File: src/rtl/ws2812b_chain_sequencer.sv
// WS2812B chain sequencer: fetches {G,R,B} per LED through o_led_index and
// serialises the whole chain MSB first, then holds the line low to latch.
module ws2812b_chain_sequencer #(
  parameter int NUM_LEDS  = 8,
  parameter int T_BIT     = 63,
  parameter int T0H       = 20,
  parameter int T1H       = 40,
  parameter int T_RESET   = 15000,
  localparam int IDX_W    = (NUM_LEDS > 1) ? $clog2(NUM_LEDS) : 1
) (
  input  logic             clk,
  input  logic             rst_n,
  input  logic             start,
  input  logic [7:0]       i_led_green_intensity,
  input  logic [7:0]       i_led_red_intensity,
  input  logic [7:0]       i_led_blue_intensity,
  output logic [IDX_W-1:0] o_led_index,
  output logic             o_busy,
  output logic             o_done,
  output logic             o_data
);

  localparam int CNT_MAX = (T_BIT > T_RESET) ? T_BIT : T_RESET;
  localparam int CNT_W   = (CNT_MAX > 1) ? $clog2(CNT_MAX) : 1;

  localparam logic [CNT_W-1:0] BIT_LAST = CNT_W'(T_BIT - 1);
  localparam logic [CNT_W-1:0] RST_LAST = CNT_W'(T_RESET - 1);
  localparam logic [IDX_W-1:0] LED_LAST = IDX_W'(NUM_LEDS - 1);
  localparam logic [4:0]       BIT_PRE  = 5'd22;
  localparam logic [4:0]       BIT_END  = 5'd23;

  typedef enum logic [1:0] {
    IDLE  = 2'd0,
    LOAD  = 2'd1,
    SEND  = 2'd2,
    LATCH = 2'd3
  } state_t;

  state_t           state_q, state_d;
  logic [CNT_W-1:0] cnt_q, cnt_d;
  logic [4:0]       bit_q, bit_d;
  logic [IDX_W-1:0] led_q, led_d;
  logic             last_q, last_d;
  logic [23:0]      shreg_q, shreg_d;
  logic             data_q, data_d;
  logic             busy_q, busy_d;
  logic             done_q, done_d;
  logic [23:0]      colour;

  function automatic logic [CNT_W-1:0] high_time(input logic b);
    return b ? CNT_W'(T1H) : CNT_W'(T0H);
  endfunction

  assign colour = {i_led_green_intensity, i_led_red_intensity, i_led_blue_intensity};

  always_comb begin
    state_d = state_q;
    cnt_d   = cnt_q;
    bit_d   = bit_q;
    led_d   = led_q;
    last_d  = last_q;
    shreg_d = shreg_q;
    unique case (state_q)
      IDLE: begin
        cnt_d  = '0;
        bit_d  = '0;
        led_d  = '0;
        last_d = 1'b0;
        if (start) state_d = LOAD;
      end
      LOAD: begin
        shreg_d = colour;
        state_d = SEND;
      end
      SEND: begin
        if (cnt_q == BIT_LAST) begin
          cnt_d = '0;
          if (bit_q == BIT_END) begin
            if (last_q) begin
              state_d = LATCH;
            end else begin
              // next LED's colour was addressed a whole bit ago; load it seamlessly
              shreg_d = colour;
              bit_d   = '0;
            end
          end else begin
            bit_d   = bit_q + 5'd1;
            shreg_d = {shreg_q[22:0], 1'b0};
            if (bit_q == BIT_PRE) begin
              if (led_q == LED_LAST) last_d = 1'b1;
              else                   led_d  = led_q + IDX_W'(1);
            end
          end
        end else begin
          cnt_d = cnt_q + CNT_W'(1);
        end
      end
      LATCH: begin
        if (cnt_q == RST_LAST) begin
          state_d = IDLE;
          cnt_d   = '0;
          bit_d   = '0;
          led_d   = '0;
          last_d  = 1'b0;
        end else begin
          cnt_d = cnt_q + CNT_W'(1);
        end
      end
      default: state_d = IDLE;
    endcase

    // outputs are derived from next-state values so they line up with the state
    data_d = (state_d == SEND) && (cnt_d < high_time(shreg_d[23]));
    busy_d = (state_d != IDLE);
    done_d = (state_d == LATCH) && (cnt_d == RST_LAST);
  end

  always_ff @(posedge clk or negedge rst_n) begin
    if (!rst_n) begin
      state_q <= IDLE;
      cnt_q   <= '0;
      bit_q   <= '0;
      led_q   <= '0;
      last_q  <= 1'b0;
      shreg_q <= '0;
      data_q  <= 1'b0;
      busy_q  <= 1'b0;
      done_q  <= 1'b0;
    end else begin
      state_q <= state_d;
      cnt_q   <= cnt_d;
      bit_q   <= bit_d;
      led_q   <= led_d;
      last_q  <= last_d;
      shreg_q <= shreg_d;
      data_q  <= data_d;
      busy_q  <= busy_d;
      done_q  <= done_d;
    end
  end

  assign o_led_index = led_q;
  assign o_busy      = busy_q;
  assign o_done      = done_q;
  assign o_data      = data_q;

endmodule

File: config.mk
export PLATFORM = sky130hd
export DESIGN_NAME = ws2812b_chain_sequencer
export DESIGN_NICKNAME = d
export VERILOG_FILES = /design/src/rtl/ws2812b_chain_sequencer.sv
export SDC_FILE = /design/constraint.sdc
export NUM_CORES = 1
export LEC_CHECK = 0
export CORE_MARGIN = 1
export CORE_UTILIZATION = 50
export CTS_CLUSTER_SIZE = 10
export DETAILED_ROUTE_END_ITERATION = 7
export PLACE_DENSITY_LB_ADDON = 0.12
export SLEW_MARGIN = 5
export SYNTH_ARGS = -nofsm -noshare
export SYNTH_HDL_FRONTEND = slang
export SYNTH_SLANG_ARGS = --single-unit
File: constraint.sdc
create_clock -name clk -period 4 [get_ports clk]
set_input_delay 0.8 -clock clk [delete_from_list [all_inputs] [get_ports clk]]
set_output_delay 0.8 -clock clk [all_outputs]
set_load 0.03 [all_outputs]
# --- After elaboration in Yosys (flattened, before gate mapping) ---
# Index checks and enable logic that the tools add are counted.
totals:
  out_inout_bits: 6
  wordCells: 73
  regBits: 52
  input_bits: 27
op_classes:
  order_cmp: 1
  n_reduce_logical: 10
  add_sub_neg: 3
  n_eq_ne: 18
  mux: 31
ops:
  columns: ["cell", "count"]
  rows:
  - ["24-bit 2-to-1 mux", 3]
  - ["24-bit one-hot mux with 2 select lines", 1]
  - ["14-bit one-hot mux with 3 select lines", 1]
  - ["14-bit equality test (second input constant)", 2]
  - ["14-bit 2-to-1 mux", 2]
  - ["5-bit 2-to-1 mux", 4]
  - ["3-bit 2-to-1 mux", 5]
  - ["5-bit one-hot mux with 3 select lines", 1]
  - ["14-bit by 1-bit adder with 14-bit output (second input constant)", 1]
  - ["14-bit by 6-bit equality test with 1-bit output (second input constant)", 1]
  - ["14-bit by 6-bit less-than comparator with 1-bit output", 1]
  - ["2-bit inequality test (second input constant)", 6]
  - ["6-bit AND reduction", 2]
  - ["5-bit equality test (second input constant)", 2]
  - ["2-bit 2-to-1 mux", 5]
  - ["3-bit one-hot mux with 3 select lines", 1]
  - ["2-bit equality test (second input constant)", 4]
  - ["2-bit one-hot mux with 4 select lines", 1]
  - ["6-bit 2-to-1 mux", 1]
  - ["5-bit by 1-bit adder with 5-bit output (second input constant)", 1]
  - ["1-bit 2-to-1 mux", 5]
  - ["4-bit AND reduction", 1]
  - ["2-bit nonzero test", 2]
  - ["3-bit by 1-bit adder with 3-bit output (second input constant)", 1]
  - ["8 further kinds", 9]

# --- Logic depth before layout (Yosys ltp) ---
logic_depth:
  depth_word: 7
  mapped_depth: 12

# --- Least setup slack after synthesis ---
# Ideal clock, no wire load.
synth_path:
  path_kind: "flip-flop to flip-flop"
  from: "reg cnt_q[0]"
  to: "reg data_q, in the netlist o_data"
  path_slack_ps: 1358
  setup_ps: 96
  path_stages_with_launch: 11
  arrival_time_ps: 2546
  cell_sequence: "dfrtp_1 -> ha_1 -> and4bb_1 -> a41oi_2 -> nor2_1 -> or2_1 -> o31ai_1 -> ha_1 -> o2111ai_1 -> a31oi_1 -> nor4_2"
synth_between:
  elab_cells_between_ends: 15
  classes_between: "1 x add/sub; 1 x order compare; 3 x eq/ne; 9 x mux; 1 x reduce/logical"
synth_rtl:
  columns: ["item", "line", "text"]
  rows:
  - ["start, declared", "40", "logic [CNT_W-1:0] cnt_q, cnt_d;"]
  - ["start signal, assigned", "131", "cnt_q <= cnt_d;"]
  - ["14-bit by 1-bit adder with 14-bit output, or another cell as far along", "95, 106", null]
  - ["14-bit 2-to-1 mux, on equally long branches", "99, 76", null]
  - ["14-bit one-hot mux with 3 select lines (*)", "63", "unique case (state_q)"]
  - ["named net cnt_d[3]", "40", null]
  - ["14-bit by 6-bit less-than comparator with 1-bit output (*)", "113", "data_d = (state_d == SEND) && (cnt_d < high_time(shreg_d[23]));"]
  - ["1-bit logical AND (*)", "113", null]
  - ["named net data_d", "45", "logic data_q, data_d;"]
  - ["end signal, assigned", "136", "data_q <= data_d;"]
  - ["end, declared", "45", null]
# The timed path passes the listed nets; every way through them passes the cells marked *. The select of a mux whose other input is x is not followed.
# A chain may end at the register's enable or synchronous reset.

# --- Worst setup path in the final report ---
layout_path:
  from: "reg state_q[0]"
  to: "reg data_q, in the netlist o_data"
layout_between:
  elab_cells_between_ends: 16
  classes_between: "1 x order compare; 4 x eq/ne; 9 x mux; 2 x reduce/logical"
layout_rtl:
  columns: ["item", "line", "text"]
  rows:
  - ["start, declared", "39", "state_t state_q, state_d;"]
  - ["start signal, assigned", "130", "state_q <= state_d;"]
  - ["2-bit equality test or 2-bit zero test (tied branches)", "63", null]
  - ["14-bit one-hot mux with 3 select lines (*)", "63", null]
  - ["named net cnt_d[3]", "40", null]
  - ["14-bit by 6-bit less-than comparator with 1-bit output (*)", "113", null]
  - ["1-bit logical AND (*)", "113", null]
  - ["named net data_d", "45", null]
# The timed path passes the listed nets; every way through them passes the cells marked *.

==> results.md <==
- Post-cts sizing count: 0
- H-tree depth: 2
- Drc violations: 0
- CTS sink count: 52
- Pwr per Cell Area: around 260 mW/mm^2
- Util after Layout: 0.6151
- Final period util: 0.7901
- Initial antenna violation count: 0
- Clock tree buffer depth: 2
- Worst slack at placement: approximately 0.87 ns
- Die height: about 80 um
- Routed Antenna Nets: 0
- Least-Margin Pin Slew: 0.8410 ns
- First-pass GRT wire length: 10.91 mm
- Top-area cell type share of the netlist area: 0.4303
- Cts hold-fix bufs: 0
- Area Overhead vs Synth: 15.43%
- TritonCTS buffer count: 5
- # setup viols final: 0
- CTS root buf: clkbuf_8
- Commonest non-fill, non-tap cells in the layout: dfrtp_1, nand2_1, o21ai_0
- PortBufs: 32
- Power Total: 915.8 uW
- Yosys cell types: 52
- Initial core utilization: 0.5328
- Total Wirelength: roughly 6.4 mm
- Crit. Startpoint: state_q[0]
- Total setup buffers inserted after CTS: 0
- Multi-input combinational cell area: ~0.0016 mm^2
- DR vias: 2,462
- Setup crit start kind: register
- Crit-path max FO: 11
- GRT Util Overall: 0.2228
- Largest net degree at the start of global routing: 39
- Share of synthesized registers carrying an async set or reset: 1.000
- Router iterations before antenna repair: 4
- Max Clock Skew: 0.007837 ns
- Mapped cell area: between 0.003 and 0.004 mm^2
- Commonest non-fill, non-tap cell in the layout: dfrtp_1
- VDD IR max: between 0.15 and 0.2 mV
- Status: complete, no violations
- Hold path endpoint: shreg_q[15]
- Fmax: ~320 MHz
- CTS clk-pin slew, worst paths: 0.10 ns
- Reg2reg setup slack: 0.84 ns
- Core footprint: roughly 0.0057 mm^2
- Gate Count Post-Synth: between 300 and 400
- Hpwl dp: ~4.5 mm
- Synth area leaders: dfrtp_1, o21ai_0, a22oi_1, ha_1, nand2_1
- Io pins: 33
- Fillers: ~500
- CTS tree: yes
- Grt total ovfl: 0
- Hold Violations, Final: 0
- Worst-Skew Late Latency: roughly 0.3 ns
- Hold depth: 2
- Diode count: 0
- CP Class: register to register
- Number of global-route vias before repair: about 2,300
- Critical Path RT: roughly 4.2 ns
- GP Congestion: ~0.9
- Fin nets: 396
- Final setup TNS: 0 ns
- Net Count, Synth: roughly 370
- Min cycle time layout: ~3.2 ns
- Final setup margin: 0.8396 ns
- Ys Warns: 0
- Worst r2r src: state_q[0]
- Static Leakage: about 1.5 nW
- RSZ-0062 raised after global routing: no
- Worst path arrival time: ~3.4 ns
- Hold WC Path Type: register to register
- Rel. slew slack: 0.4393
- Via density: ~5.7
- Avg Cell Area, Syn: approximately 9.1 um^2
- Layout cells sized above 1: 0.07283
- Final Max Slew Viols: 0
- Max cap viols: 0
- R2R cell count: 11
- Synthesized flop and latch total: 52
- DR WL/cell: 14.81 um
- Critical Path Sink Type: register
- Worst R2R End: o_data
- Total Die Area: ~0.0064 mm^2
- Drt initial violations: roughly 180
- Register area: about 0.0013 mm^2
- Synth area leader: dfrtp_1
- Worst Min Path Start: shreg_q[15]
- Main synth FF type: dfrtp_1
- Die W: 79.77 um
- Register area share after synthesis: 0.4303
- Row cnt: 27
- EDFF count, synth: 0
==> where the power goes <==
part	switching (mW)	total [mW]	internal, mW	leakage, nW
combinational	0.0232	0.0532	0.0300	0.779
sequential	0.00720	0.545	0.538	0.651
clock	0.177	0.317	0.140	0.0434
==> cells by family after synthesis <==
logic type | share of synthesized area
buffers and inverters | 0.05130
and+or+nand+nor | 0.2230
adders and majority gates | 0.05379
muxes | 0.01365
AOI/OAI and AO/OA | 0.1816
xor gates and xnor gates | 0.04634
DFF | 0.4303
==> metal layers <==
metal / vias up / routed length, um / GRT usage
li1: 1225 / - / -
met3: 2 / 262 / 0.04800
met4: 0 / 34 / 0.06786
met1: 1178 / 3162 / 0.3145
met2: 57 / 2893 / 0.3419
met5: - / 0 / 0
==> layout make-up <==
class / count / area share
clock buffers: 6 / 0.02366
well taps: 72 / 0.02581
repair buffers: 37 / 0.1011
inverters: 19 / 0.02043
multi-input cells: 241 / 0.4520
clock inverters: 2 / 0.004301
flip-flops and latches: 52 / 0.3728
==> synthesized netlist by cell type, types with 2 or more instances <==
cell type  number
buf_2           6
nor2b_1         2
clkbuf_1       11
nand2b_1        3
o2111ai_1       3
nor4_2          2
nand2_1        43
or3_1           2
or2_2           2
nor4_1          3
o211a_1         2
xnor2_1        12
inv_1          19
dfrtp_1        52
o31ai_1         5
nor3_1          8
o21ai_1         2
a31oi_1         2
nand3_1        11
mux2i_1         3
ha_1           13
a21oi_1         6
nand4b_1        2
xor2_1          4
or4_1           3
a22oi_1        22
and4bb_1        2
nor2_1         21
and3_1          4
and4_1          3
o21ai_0        35
and2_1          3
==> worst max-delay path: stages (launching register included) <==
cell and delay (ns):
dfrtp_1 0.45, inv_1 0.10, ha_1 0.39, inv_1 0.23, a41oi_1 0.38, nor2_1 0.14, or2_1 0.27, o31ai_1 0.33
ha_1 0.31, o2111ai_1 0.08, a31oi_1 0.12, nor4_2 0.27
==> worst max-delay path by stage <==
| stage | to | slack (ns) | depth (start not counted) |
|---|---|---|---|
| finish | o_data | 0.84 | 11 |
| global route | o_data | 0.52 | 11 |
| global placement | o_data | 0.99 | 11 |
| floorplan | o_data | 1.36 | 10 |
| detailed placement | o_data | 0.87 | 11 |
| CTS | o_data | 0.86 | 11 |
==> state kept, by name, summed over array words and instances (netlist names) <==
signal       flops
shreg_q         24
last_q           1
cnt_q           14
o_data           1
o_led_index      3
state_q          2
bit_q            5
o_done           1
o_busy           1
==> through the flow <==
stage                     instance area, um^2  hold slack, ns  cells
after global placement                   3393          0.4622    421
after global routing                     3491          0.5117    429
after CTS                                3491          0.4937    429
after floorplan                          3024          0.4498    331
final                                    3491          0.4918    429
after detailed placement                 3393          0.4711    421
No activity file was read; power rests on OpenSTA's default activity.
